--- src/rtl/qam64_fifo_reader.sv ---
// -----------------------------------------------------------------------------
// qam64_fifo_reader
//
// Read-side consumer of the modulator's dual-clock byte FIFO. Everything here
// runs in the read clock domain. Bytes are popped from the FIFO and unpacked
// MSB-first into 6-bit 64QAM symbols. Each symbol is mapped to Gray-coded I/Q
// levels and zero-stuffed to UPS samples per symbol. The samples go to the
// pulse-shaping filter over a valid/ready stream.
//
// Parameters
//   UPS  samples per symbol (2..16)
//   IQW  signed width of i_out/q_out (>= 4)
//
// Ports
//   read_clk          clock, all logic on the rising edge
//   read_rst          synchronous active-high reset
//   en                run enable
//   fifo_empty        FIFO empty flag (read domain)
//   fifo_rd_data      FIFO data, valid the cycle after fifo_read_enable
//   fifo_read_enable  FIFO pop request
//   sym_ready         downstream ready
//   out_valid         sample valid
//   i_out / q_out     signed in-phase / quadrature sample
//   sym_strobe        high with the phase-0 (symbol-bearing) sample
//   underrun_cnt      saturating count of starvation events
// -----------------------------------------------------------------------------
module qam64_fifo_reader #(
  parameter int UPS = 4,
  parameter int IQW = 4
) (
  input  logic                  read_clk,
  input  logic                  read_rst,
  input  logic                  en,
  input  logic                  fifo_empty,
  input  logic [7:0]            fifo_rd_data,
  output logic                  fifo_read_enable,
  input  logic                  sym_ready,
  output logic                  out_valid,
  output logic signed [IQW-1:0] i_out,
  output logic signed [IQW-1:0] q_out,
  output logic                  sym_strobe,
  output logic [7:0]            underrun_cnt
);

  localparam int            PW      = (UPS > 1) ? $clog2(UPS) : 1;
  localparam logic [PW-1:0] PH_LAST = PW'(UPS - 1);

  typedef enum logic [1:0] {
    IDLE,
    PRIME,
    RUN
  } state_t;

  // Gray-coded 3-bit group to odd amplitude level -7..+7.
  // The group is Gray-decoded to a binary index b, and the level is 2*b - 7.
  function automatic logic signed [IQW-1:0] gray_level(input logic [2:0] g);
    logic [2:0]        b;
    logic signed [4:0] lvl;
    b[2] = g[2];
    b[1] = b[2] ^ g[1];
    b[0] = b[1] ^ g[0];
    lvl  = $signed({1'b0, b, 1'b1}) - 5'sd8;
    return IQW'(lvl);
  endfunction

  state_t                state_q, state_d;
  logic                  stop_q, stop_d;        // en dropped while in RUN
  logic [15:0]           acc_q, acc_d;          // left-justified bit reservoir
  logic [4:0]            bit_cnt_q, bit_cnt_d;  // valid bits in acc_q, 0..16
  logic [PW-1:0]         phase_q, phase_d;
  logic                  rd_pend_q;             // a FIFO byte returns this cycle
  logic                  out_valid_q, out_valid_d;
  logic signed [IQW-1:0] i_q, i_d;
  logic signed [IQW-1:0] q_q, q_d;
  logic                  strobe_q, strobe_d;
  logic [7:0]            underrun_q, underrun_d;

  logic                  rd_en;
  logic                  can_load;
  logic                  have_sym;
  logic                  load;
  logic                  consume;
  logic [15:0]           acc_shift;
  logic [4:0]            cnt_shift;
  logic [5:0]            sym;

  // A read is issued only when the reservoir can take a whole byte. At most
  // one read is in flight, so bit_cnt never exceeds 16.
  assign rd_en    = (state_q != IDLE) && !fifo_empty && !rd_pend_q &&
                    (bit_cnt_q <= 5'd8);
  assign can_load = !out_valid_q || sym_ready;
  assign have_sym = (bit_cnt_q >= 5'd6);
  assign sym      = acc_q[15:10];

  always_comb begin
    // NOTE: every next-state signal takes its hold value first, so no branch
    // below can leave a signal unassigned and infer a latch.
    state_d     = state_q;
    stop_d      = stop_q;
    phase_d     = phase_q;
    out_valid_d = out_valid_q;
    i_d         = i_q;
    q_d         = q_q;
    strobe_d    = strobe_q;
    underrun_d  = underrun_q;
    load        = 1'b0;
    consume     = 1'b0;

    case (state_q)
      IDLE: begin
        stop_d = 1'b0;
        if (en) state_d = PRIME;
      end
      PRIME: begin
        // Phase is always 0 here; the first symbol is registered on the same
        // edge that moves us to RUN.
        if (can_load && have_sym) begin
          load    = 1'b1;
          consume = 1'b1;
          state_d = RUN;
        end
      end
      RUN: begin
        if (!en) stop_d = 1'b1;
        if (can_load) begin
          if (phase_q != '0) begin
            load = 1'b1;
          end else if (stop_q || !en) begin
            // Symbol boundary reached after a stop request: leave the
            // reservoir intact and do not start a new symbol.
            state_d = IDLE;
          end else if (have_sym) begin
            load    = 1'b1;
            consume = 1'b1;
          end else begin
            state_d = PRIME;
            if (underrun_q != 8'hFF) underrun_d = underrun_q + 8'd1;
          end
        end
      end
      default: state_d = IDLE;
    endcase

    // Output register: a free slot with nothing to load drains out_valid.
    if (can_load) begin
      out_valid_d = load;
      if (load) begin
        i_d      = consume ? gray_level(sym[5:3]) : '0;
        q_d      = consume ? gray_level(sym[2:0]) : '0;
        strobe_d = consume;
        phase_d  = (phase_q == PH_LAST) ? '0 : phase_q + PW'(1);
      end
    end

    // Reservoir: consume the top 6 bits first, then append any returning byte
    // directly below the remaining valid bits.
    acc_shift = consume ? {acc_q[9:0], 6'b0} : acc_q;
    cnt_shift = consume ? bit_cnt_q - 5'd6 : bit_cnt_q;
    acc_d     = acc_shift;
    bit_cnt_d = cnt_shift;
    if (rd_pend_q) begin
      acc_d     = acc_shift | ({fifo_rd_data, 8'h00} >> cnt_shift);
      bit_cnt_d = cnt_shift + 5'd8;
    end
  end

  // NOTE: state registers use non-blocking assignments so every register
  // samples the pre-edge values, regardless of statement order.
  always_ff @(posedge read_clk) begin
    if (read_rst) begin
      state_q     <= IDLE;
      stop_q      <= 1'b0;
      // NOTE: the bit reservoir is cleared with everything else; stale bits
      // would otherwise leak into the first symbol after reset.
      acc_q       <= '0;
      bit_cnt_q   <= '0;
      phase_q     <= '0;
      rd_pend_q   <= 1'b0;  // drops a byte returning right after reset
      out_valid_q <= 1'b0;
      i_q         <= '0;
      q_q         <= '0;
      strobe_q    <= 1'b0;
      underrun_q  <= '0;
    end else begin
      state_q     <= state_d;
      stop_q      <= stop_d;
      acc_q       <= acc_d;
      bit_cnt_q   <= bit_cnt_d;
      phase_q     <= phase_d;
      rd_pend_q   <= rd_en;
      out_valid_q <= out_valid_d;
      i_q         <= i_d;
      q_q         <= q_d;
      strobe_q    <= strobe_d;
      underrun_q  <= underrun_d;
    end
  end

  assign fifo_read_enable = rd_en;
  assign out_valid        = out_valid_q;
  assign i_out            = i_q;
  assign q_out            = q_q;
  assign sym_strobe       = strobe_q;
  assign underrun_cnt     = underrun_q;

endmodule
--- config.mk ---
export PLATFORM = sky130hd
export DESIGN_NAME = qam64_fifo_reader
export DESIGN_NICKNAME = d
export VERILOG_FILES = /design/src/rtl/qam64_fifo_reader.sv
export SDC_FILE = /design/constraint.sdc
export NUM_CORES = 1
export LEC_CHECK = 0
export CAP_MARGIN = 15
export CORE_MARGIN = 2
export CORE_UTILIZATION = 57
export DETAILED_ROUTE_END_ITERATION = 8
export DONT_BUFFER_PORTS = 1
export GPL_TIMING_DRIVEN = 0
export HOLD_SLACK_MARGIN = 0.08
export PLACE_DENSITY = 0.78
export SYNTH_ARGS = -nofsm -noshare
export SYNTH_HDL_FRONTEND = slang
export SYNTH_SLANG_ARGS = --single-unit
--- constraint.sdc ---
create_clock -name read_clk -period 2.45 [get_ports read_clk]
set_clock_uncertainty 0.1 [all_clocks]
set_input_delay 0.49 -clock read_clk [delete_from_list [all_inputs] [get_ports read_clk]]
set_output_delay 0.49 -clock read_clk [all_outputs]
set_load 0.01 [all_outputs]
==> results of run 1 <==
-- cells in the mapped netlist (all sizes together) (2+ instances only) --
cell type | count | area, µm²
dfxtp | 42 | 840.8
nor2 | 33 | 126.4
nand2 | 27 | 101.4
mux2i | 18 | 180.2
a21oi | 16 | 80.08
inv | 14 | 52.55
clkbuf | 13 | 48.80
ha | 10 | 125.1
mux2 | 10 | 112.6
nand4 | 9 | 56.30
xor2 | 9 | 78.83
a31oi | 6 | 37.54
o21ai | 6 | 30.03
buf | 5 | 28.77
nor2b | 5 | 31.28
a22oi | 4 | 30.03
a32oi | 4 | 35.03
nand2b | 4 | 25.02
or3 | 4 | 25.02
a2111oi | 3 | 46.30
and2 | 3 | 18.77
mux4 | 3 | 67.56
nand3 | 3 | 15.01
xnor2 | 3 | 26.28
a21o | 2 | 15.01
a221oi | 2 | 17.52
nand3b | 2 | 15.01
nor3 | 2 | 15.01
o2111ai | 2 | 17.52
o211ai | 2 | 15.01
o22a | 2 | 17.52
o22ai | 2 | 12.51
o32ai | 2 | 17.52
-- stage by stage --
| stage | hold WS (ns) | instances | TNS, ns | util, % |
|---|---|---|---|---|
| 2_1_floorplan | 0.3255 | 281 | 0 | - |
| 3_3_place_gp | 0.3452 | 331 | -5.953 | 61.64 |
| 3_5_place_dp | 0.3521 | 331 | -6.154 | 61.64 |
| 4_1_cts | 0.2262 | 346 | 0 | 68.58 |
| 5_1_grt | 0.2233 | 350 | -0.1599 | 71.63 |
| 6_report | 0.2308 | 350 | 0 | 71.63 |
-- critical path, cell delays in order, from the launching register on --
cell and delay [ns]:
dfxtp_4 0.38, inv_4 0.08, ha_4 0.14, nand4b_1 0.21, a2111oi_4 0.55, xnor2_2 0.26, mux2i_2 0.33, o22a_1 0.18
o21ai_1 0.06
-- state kept, by name (all words and copies together) (netlist names) --
signal and flops:
stop_q 1, phase_q 2, underrun_cnt 8, i_out 4, q_out 3, rd_pend_q 1, acc_q 16, out_valid 1
bit_cnt_q 4, state_q 2
-- area by class of cell --
class	instances	area (µm²)	share of cell area, %
inverters	14	55.05	1.894
plain buffers	17	93.84	3.229
multi-input cells	207	1609	55.36
flip-flops and latches	42	849.6	29.23
repair buffers	12	98.84	3.401
clock inverters	3	68.82	2.368
well taps	50	62.56	2.152
clock buffers	5	68.82	2.368
-- cells by family after synthesis --
kind of cell | after synthesis
DFF | 42
adders and majority gates | 10
AOI/OAI and AO/OA | 58
xor gates and xnor gates | 12
and+or+nand+nor | 96
buffers and inverters | 32
muxes | 31
-- where the power goes --
part           switching, mW  internal [mW]
Clock                  0.244          0.408
Combinational          0.291          0.226
Sequential            0.0512          0.727
Total                  0.586           1.36
-- final timing paths --
| kind | endpoint | slack, ns | depth (start not counted) |
|---|---|---|---|
| setup / recovery | acc_q[5]$_SDFF_PP0_ | 0.04 | 8 |
| hold / removal | acc_q[2]$_SDFF_PP0_ | 0.23 | 2 |
| setup reg to reg | acc_q[5]$_SDFF_PP0_ | 0.04 | 8 |
| hold reg to reg | acc_q[5]$_SDFF_PP0_ | 0.37 | 2 |
-- routing by layer --
metal  share of wire, %  track usage (%)
met3                6.4            5.233
met2                 49            38.89
met1                 42            29.33
met4                1.9            9.368
met5                  0                0
-- timing repair --
item	in CTS	in global routing
buffers inserted	7	3
resized for setup	22	24
gates cloned	1	1
endpoints found under the setup margin	24	23
pin swaps	6	10
==> run summary, run 1 <==
first-pass detailed-route iteration total: 4
CTS tree: yes
worst-path fanout max: 5
dpl cell area: 2501 µm²
Slew Viols, Final: 0
GP Congestion: 0.8276
Static Leak: 1.105 nW
Rel. slew slack: 59.75%
Worst Path Arrival: 2.50 ns
RSZ-0062 raised after global routing: true
Initial Utilization: 60.07%
Hold Buf Count CTS: 0
Avg Cell Area, Syn: 8.674 µm²
CTS clock-pin slew for the worst setup and hold paths: 0.09 ns
largest family of logic cells by synthesized area: simple AND/OR/NAND/NOR gates
dpl hpwl: 3898 µm
pwr dens: 670.0 nW/µm²
clock root buffer: clkbuf_8
GRT Util Overall: 23.38%
period utilization: 98.51%
Crit. End Element: flip-flop
worst slew pin tran: 0.6037 ns
HP Start: fifo_rd_data[0]
Tmin final: 2.414 ns
post-synthesis sequential area ratio: 34.50%
MaxCap Viol Count: 0
Post-synth EDFFs: 0
chip height: 69.39 µm
setup ws final: 0.03650 ns
Worst Setup SP: state_q[0]$_SDFFE_PP0P_
final instance area: 2907 µm²
final hold violations: 0
Die Area: 4815 µm²
ANT nets after route: 0
Reg-to-Reg Start: state_q[0]$_SDFFE_PP0P_
Gate Count Post-Synth: 281
WS Path Type: reg2reg
Synth Area in Simple Gates: 18.89%
first-pass GRT wire length: 9156 µm
clock tree buffer depth: 2
DIE WIDTH: 69.39 µm
Layout fillers: 304
fraction of the mapped netlist area in compound gates: 17.04%
Syn. warnings: 0
Layout Nets: 322
num ports: 32
vias in the first global route: 1991
DRT Wirelength: 5792 µm
Clock Sink Count: 42
Rows: 23
status: finished, final reports clean
asr flop ratio synth: 0%
core area: 4058 µm²
top_reg_cell synth: dfxtp_1
largest net degree at the start of global routing: 15
fmax: 414.3 MHz
ant diodes: 0
WL per Instance: 16.55 µm
initial antenna violation count: 0
XOR/XNOR share of the synthesized area: 4.312%
Synth-to-Final Area Change: 19.25%
most frequent cells in the layout: dfxtp_1 (37), nor2_1 (32), nand2_1 (27)
highest ir drop seen on vdd: 0.6548 mV
via count: 2159
IO buf count: 0
layout cell share with drive strength beyond 1: 22.33%
Inserted Clock Buffers: 5
setup slack at placement: -0.3730 ns
mux share of post-synthesis cell area: 14.78%
Synth Cell Area: 2437 µm²
post-synth net total: 304
type of the worst min-delay path: in2reg
post-synthesis adder-cell area fraction: 5.133%
most common cell after layout, fill and taps aside: dfxtp_1
H-tree levels: 2
total power: 1.947 mW
Overflow after GRT: 0
post-synthesis register bit count: 42
Synth cell types: 50
CP required: 2.54 ns
CP Launch Type: flip-flop
Clk Latency, worst-skew pair: 0.30 ns
# DRC: 0
routed vias/inst: 6.169
initial DRC count: 117
# setup viols final: 0
(Power assumes the default switching activity.)
==> run 2: changes to the inputs <==
--- a/config.mk
+++ b/config.mk
@@ -8,3 +8,3 @@
 export CAP_MARGIN = 15
-export CORE_MARGIN = 2
+export CORE_MARGIN = 3
 export CORE_UTILIZATION = 57
==> constraint.sdc (replaced) <==
create_clock -name read_clk -period 2.45 [get_ports read_clk]
set_clock_uncertainty 0.1 [all_clocks]
set_input_delay 0.245 -clock read_clk [delete_from_list [all_inputs] [get_ports read_clk]]
set_output_delay 0.245 -clock read_clk [all_outputs]
set_load 0.005 [all_outputs]
==> run summary, run 2 (synthesis gave the netlist of run 1 again) <==
GRT Util Overall: 24.16% (+0.78 points)
Clock Sink Count: 42 (unchanged)
Worst Reg-to-Reg Cells: 10 (+2)
IO buf count: 0 (unchanged)
CP max stage delay: 0.37 ns (-0.18 ns)
Inserted Clock Buffers: 5 (unchanged)
type of the worst min-delay path: in2reg
DRT Wirelength: 6189 µm (+6.9%)
total negative slack: -0.03538 ns (-0.03538 ns)
most frequent cells in the layout: dfxtp_1 (38), nor2_1 (32), nand2_1 (27)
FF-to-FF End: acc_q[4]$_SDFF_PP0_
Crit. End Element: flip-flop
Placed Cells: 331 (unchanged)
Static Leak: 1.138 nW (+3.0%)
dpl hpwl: 3994 µm (+2.5%)
CTS clock-pin slew for the worst setup and hold paths: 0.09 ns (about the same)
Clk Latency, worst-skew pair: 0.30 ns (about the same)
max reg flops: 16 (unchanged)
setup ws final: -0.01307 ns (-0.04957 ns)
Hold Path Cell Cnt: 3 (+1)
# DRC: 0 (unchanged)
Psw: 0.6022 mW (+2.7%)
Overflow after GRT: 0 (unchanged)
MaxCap Viol Count: 0 (unchanged)
pwr dens: 666.3 nW/µm² (-0.55%)
# setup viols final: 4 (+4)
GP Congestion: 0.8255 (-0.25%)
part of the power in registers: 39.0% (-1.0 points)
num ports: 32 (unchanged)
Slew Viols, Final: 0 (unchanged)
DIE WIDTH: 71.39 µm (+2.9%)
clock root buffer: clkbuf_8
Comb power frac: 27.8% (+1.3 points)
Int Pwr: 1.385 mW (+1.8%)
WL per Instance: 17.29 µm (+4.5%)
first-pass detailed-route iteration total: 4 (unchanged)
Synth-to-Final Area Change: 22.38%
RSZ-0062 raised after global routing: true
worst-path fanout max: 7 (+2)
CP required: 2.58 ns (+0.04 ns)
via count: 2217 (+2.7%)
period utilization: 100.5% (+2.0 points)
worst slew pin tran: 0.5272 ns (-0.07649 ns)
reg2reg setup slack: -0.01 ns (-0.05 ns)
ant diodes: 0 (unchanged)
failing checks: negative setup slack
status: complete, but fails checks
final hold violations: 0 (unchanged)
initial DRC count: 94 (-20%)
chip height: 71.39 µm (+2.9%)
clock tree buffer depth: 2 (unchanged)
Reg-to-Reg Start: state_q[0]$_SDFFE_PP0P_
core area: 4058 µm² (unchanged)
Worst Setup SP: state_q[0]$_SDFFE_PP0P_
CP Launch Type: flip-flop
ANT nets after route: 0 (unchanged)
Die Area: 5097 µm² (+5.8%)
largest net degree at the start of global routing: 15 (unchanged)
Rows: 23 (unchanged)
layout cell share with drive strength beyond 1: 24.35% (+2.0 points)
Most flops, register: acc_q
most common cell after layout, fill and taps aside: dfxtp_1
first-pass GRT wire length: 9908 µm (+8.2%)
final core occ: 73.51% (+1.9 points)
highest ir drop seen on vdd: 0.5675 mV (-13%)
routed vias/inst: 6.193 (+0.39%)
non-filler cells, final: 358 (+2.3%)
Tmin final: 2.463 ns (+0.04957 ns)
CTS tree: yes
Layout Nets: 330 (+2.5%)
CP Cell Sequence: inv_6 > ha_4 > and4b_2 > o211ai_1 > buf_4 > a2111oi_4 > xnor2_2 > nand3b_1 > buf_4 > o21ai_1
WS Path Type: reg2reg
Net Sw Frac: 30.30% (+0.19 points)
Worst Path Arrival: 2.59 ns (+0.09 ns)
fmax: 406.0 MHz (-2.0%)
Clock power frac: 33.2% (-0.3 points)
Initial Utilization: 60.07% (unchanged)
Rel. slew slack: 64.85% (+5.1 points)
slowest CP cell: dfxtp_4
initial antenna violation count: 0 (unchanged)
Fin Hold WS: 0.1581 ns (-0.07262 ns)
H-tree levels: 2 (unchanged)
vias in the first global route: 2138 (+7.4%)
Crit path top cell by count: buf_4
setup slack at placement: -0.4071 ns (-0.03412 ns)
Critical Path Sink: acc_q[4]$_SDFF_PP0_
==> run 2: area by class of cell <==
type                            count  area (µm²)
Multi-Input combinational cell    207        1619
Fill cell                         307        1075
Sequential cell                    42       848.3
Timing Repair Buffer               20       152.6
Buffer                             17       101.3
Clock buffer                        5       68.82
Clock inverter                      3       68.82
Tap cell                           50       62.56
Inverter                           14       61.31
==> run 2: critical path, delay by kind of cell, from the launching register on <==
family                   cells  cell delay, ns
buffers and inverters        3            0.48
XOR/XNOR                     1            0.21
adder cells (fa/ha/maj)      1            0.16
flip-flops                   1            0.37
AO/OA/AOI/OAI                3            0.50
AND/OR/NAND/NOR              2            0.56
==> run 2: timing repair <==
item / 4_1_cts / 5_1_grt
resized for setup: 25 / 23
setup endpoints to repair: 25 / 27
cloned: 1 / 1
buffers inserted: 6 / 9
hold buffers: 3 / 0
endpoints found under the hold margin: 3 / 0
pin swaps: 6 / 8
==> run 2: worst min path at each step <==
stage / slack [ns] / end / start
4_1_cts: 0.17 / rd_pend_q$_SDFF_PP0_ / fifo_empty
2_1_floorplan: 0.28 / acc_q[2]$_SDFF_PP0_ / fifo_rd_data[0]
3_5_place_dp: 0.29 / acc_q[2]$_SDFF_PP0_ / fifo_rd_data[0]
5_1_grt: 0.17 / rd_pend_q$_SDFF_PP0_ / fifo_empty
3_3_place_gp: 0.29 / acc_q[3]$_SDFF_PP0_ / fifo_rd_data[1]
6_report: 0.16 / rd_pend_q$_SDFF_PP0_ / fifo_empty
==> run 2: metrics by stage <==
stage / power (mW) / cell area (µm²)
detailed placement: 1.148 / 2501
floorplan: 1.072 / 2439
finish: 1.988 / 2983
global route: 2.080 / 2983
CTS: 1.894 / 2819
global placement: 1.137 / 2501
==> run 2: layer usage <==
layer / GRT usage, % / part of all wire [%] / vias to the layer above
met1: 29.68 / 41 / 1079
met5: 0 / 0 / -
met2: 41.33 / 53 / 65
met3: 6.031 / 5.3 / 16
met4: 7.933 / 1.6 / 0
li1: - / - / 1057
==> run 2: power by group through the flow <==
stage	logic, mW	clock network (mW)	registers [mW]
after floorplan	0.307	0	0.765
after global placement	0.364	0	0.772
after detailed placement	0.372	0	0.775
after CTS	0.462	0.664	0.768
after global routing	0.604	0.696	0.780
final	0.554	0.660	0.774
==> run 3: changes to the inputs <==
==> constraint.sdc (replaced) <==
create_clock -name read_clk -period 2.45 [get_ports read_clk]
set_clock_uncertainty 0.1 [all_clocks]
set_input_delay 0.49 -clock read_clk [delete_from_list [all_inputs] [get_ports read_clk]]
set_output_delay 0.49 -clock read_clk [all_outputs]
set_load 0.005 [all_outputs]
==> run summary, run 3 (synthesis gave the netlist of run 1 again) <==
Overflow after GRT: 0 (unchanged)
Static Leak: 1.126 nW (-1.1%)
setup ws final: -0.005981 ns (+0.007090 ns)
Fin Hold WS: 0.2299 ns (+0.07181 ns)
initial DRC count: 103 (+9.6%)
pwr dens: 670.4 nW/µm² (+0.60%)
Synth-to-Final Area Change: 21.25%
most frequent cells in the layout: dfxtp_1 (38), nor2_1 (32), nand2_1 (27)
Net Sw Frac: 30.28% (about the same)
# DRC: 0 (unchanged)
routed vias/inst: 6.211 (+0.30%)
layout cell share with drive strength beyond 1: 24.59% (+0.24 points)
GRT Util Overall: 23.92% (-0.24 points)
CP required: 2.58 ns (about the same)
RSZ-0062 raised after global routing: true
DIE WIDTH: 71.39 µm (unchanged)
Psw: 0.5999 mW (-0.40%)
ant diodes: 0 (unchanged)
register area: 850.8 µm² (+0.29%)
Worst Path Arrival: 2.58 ns (about the same)
GP Congestion: 0.8255 (unchanged)
Inserted Clock Buffers: 5 (unchanged)
Int Pwr: 1.381 mW (-0.29%)
total power: 1.981 mW (-0.33%)
total negative slack: -0.008830 ns (+0.02655 ns)
most common cell after layout, fill and taps aside: dfxtp_1
fmax: 407.2 MHz (+0.29%)
worst slew pin tran: 0.5292 ns (+0.002046 ns)
WS Path Type: reg2reg
Clock Sink Count: 42 (unchanged)
part of the power in registers: 39.1% (about the same)
first-pass GRT wire length: 9825 µm (-0.84%)
Reg-to-Reg Start: state_q[0]$_SDFFE_PP0P_
H-tree levels: 2 (unchanged)
reg2reg setup slack: -0.006 ns (about the same)
Clk Latency, worst-skew pair: 0.30 ns (about the same)
status: complete, but fails checks
FF-to-FF End: acc_q[4]$_SDFF_PP0_
Layout fillers: 308 (+0.33%)
ANT nets after route: 0 (unchanged)
Rows: 23 (unchanged)
max reg flops: 16 (unchanged)
Hold Path Cell Cnt: 2 (-1)
DRT Wirelength: 6167 µm (-0.36%)
clock root buffer: clkbuf_8
Rel. slew slack: 64.72% (-0.14 points)
clock tree buffer depth: 2 (unchanged)
CTS tree: yes
Comb power frac: 27.8% (about the same)
CP Launch Type: flip-flop
Most flops, register: acc_q
type of the worst min-delay path: in2reg
Layout Nets: 327 (-0.91%)
hold endpoint: acc_q[2]$_SDFF_PP0_
period utilization: 100.2% (-0.29 points)
initial antenna violation count: 0 (unchanged)
largest net degree at the start of global routing: 15 (unchanged)
worst-path fanout max: 7 (unchanged)
chip height: 71.39 µm (unchanged)
MaxCap Viol Count: 0 (unchanged)
# setup viols final: 2 (-2)
Multi-input gate area: 1619 µm² (unchanged)
CTS clock-pin slew for the worst setup and hold paths: 0.09 ns (about the same)
HP Start: fifo_rd_data[0]
Slew Viols, Final: 0 (unchanged)
WL per Instance: 17.37 µm (+0.49%)
via count: 2205 (-0.54%)
core area: 4058 µm² (unchanged)
Worst Setup SP: state_q[0]$_SDFFE_PP0P_
vias in the first global route: 2124 (-0.65%)
IO buf count: 0 (unchanged)
highest ir drop seen on vdd: 0.5707 mV (+0.57%)
Die Area: 5097 µm² (unchanged)
first-pass detailed-route iteration total: 4 (unchanged)
dpl hpwl: 3994 µm (unchanged)
Initial Utilization: 60.07% (unchanged)
failing checks: negative setup slack
Clock power frac: 33.1% (about the same)
Worst Reg-to-Reg Cells: 10 (unchanged)
num ports: 32 (unchanged)
Tmin final: 2.456 ns (-0.007090 ns)
final hold violations: 0 (unchanged)
Crit. End Element: flip-flop
[run 3: cell types whose count changed in the layout (fill, tap and decap cells not counted), sizes merged]
| cell | delta |
|---|---|
| dlygate4sd3 | -3 |
[run 3: how the worst max path moves through the flow]
stage | endpoint | slack (ns) | cells after the start
floorplan | acc_q[12]$_SDFF_PP0_ | 0.02 | 8
global placement | acc_q[4]$_SDFF_PP0_ | -0.35 | 8
detailed placement | q_out[3]$_SDFFE_PP0P_ | -0.41 | 9
CTS | acc_q[5]$_SDFF_PP0_ | 0.002 | 9
global route | acc_q[4]$_SDFF_PP0_ | -0.10 | 10
finish | acc_q[4]$_SDFF_PP0_ | -0.006 | 10
[run 3: layer usage]
metal	up-vias	part of all wire, %	routed length [µm]	track usage (%)
met5	-	0	0	0
met4	0	2.0	123	7.933
met3	18	5.5	337	6.031
met2	74	52	3197	40.61
met1	1059	41	2508	29.59
li1	1054	-	-	-
[run 3: what timing repair did]
action                                  CTS  global route
gates cloned                              1             1
endpoints found under the setup margin   25            27
hold buffers                              0             0
setup buffers                             6             9
pin swaps                                 6             8
gates resized for setup                  25            24
[run 3: layout make-up]
| class | count | area share [%] |
|---|---|---|
| inverter | 14 | 2.075 |
| clock buffer | 5 | 2.329 |
| clock inverter | 3 | 2.329 |
| timing repair buffer | 17 | 4.149 |
| tap | 50 | 2.117 |
| buffer | 17 | 3.429 |
| multi-input combinational | 207 | 54.78 |
| sequential | 42 | 28.79 |
[run 3: critical path, cell delays in order (launching register included)]
cell and delay [ns]:
dfxtp_4 0.37, inv_6 0.07, ha_4 0.16, and4b_2 0.30, o211ai_1 0.10, buf_4 0.18, a2111oi_4 0.27, xnor2_2 0.21
nand3b_1 0.26, buf_4 0.23, o21ai_1 0.12
[run 3: stage by stage]
step,util [%],setup WS [ns],cells,instance area [µm²]
finish,72.83,-0.005981,355,2955
global route,72.83,-0.1001,355,2955
CTS,68.73,0.002086,345,2789
detailed placement,61.64,-0.4071,331,2501
global placement,61.64,-0.3549,331,2501
floorplan,-,0.02290,281,2439
[run 3: power by group through the flow]
stage	clock [mW]	combinational (mW)	sequential, mW
2_1_floorplan	0	0.307	0.765
3_3_place_gp	0	0.364	0.772
3_5_place_dp	0	0.372	0.775
4_1_cts	0.664	0.458	0.768
5_1_grt	0.696	0.600	0.779
6_report	0.657	0.551	0.774
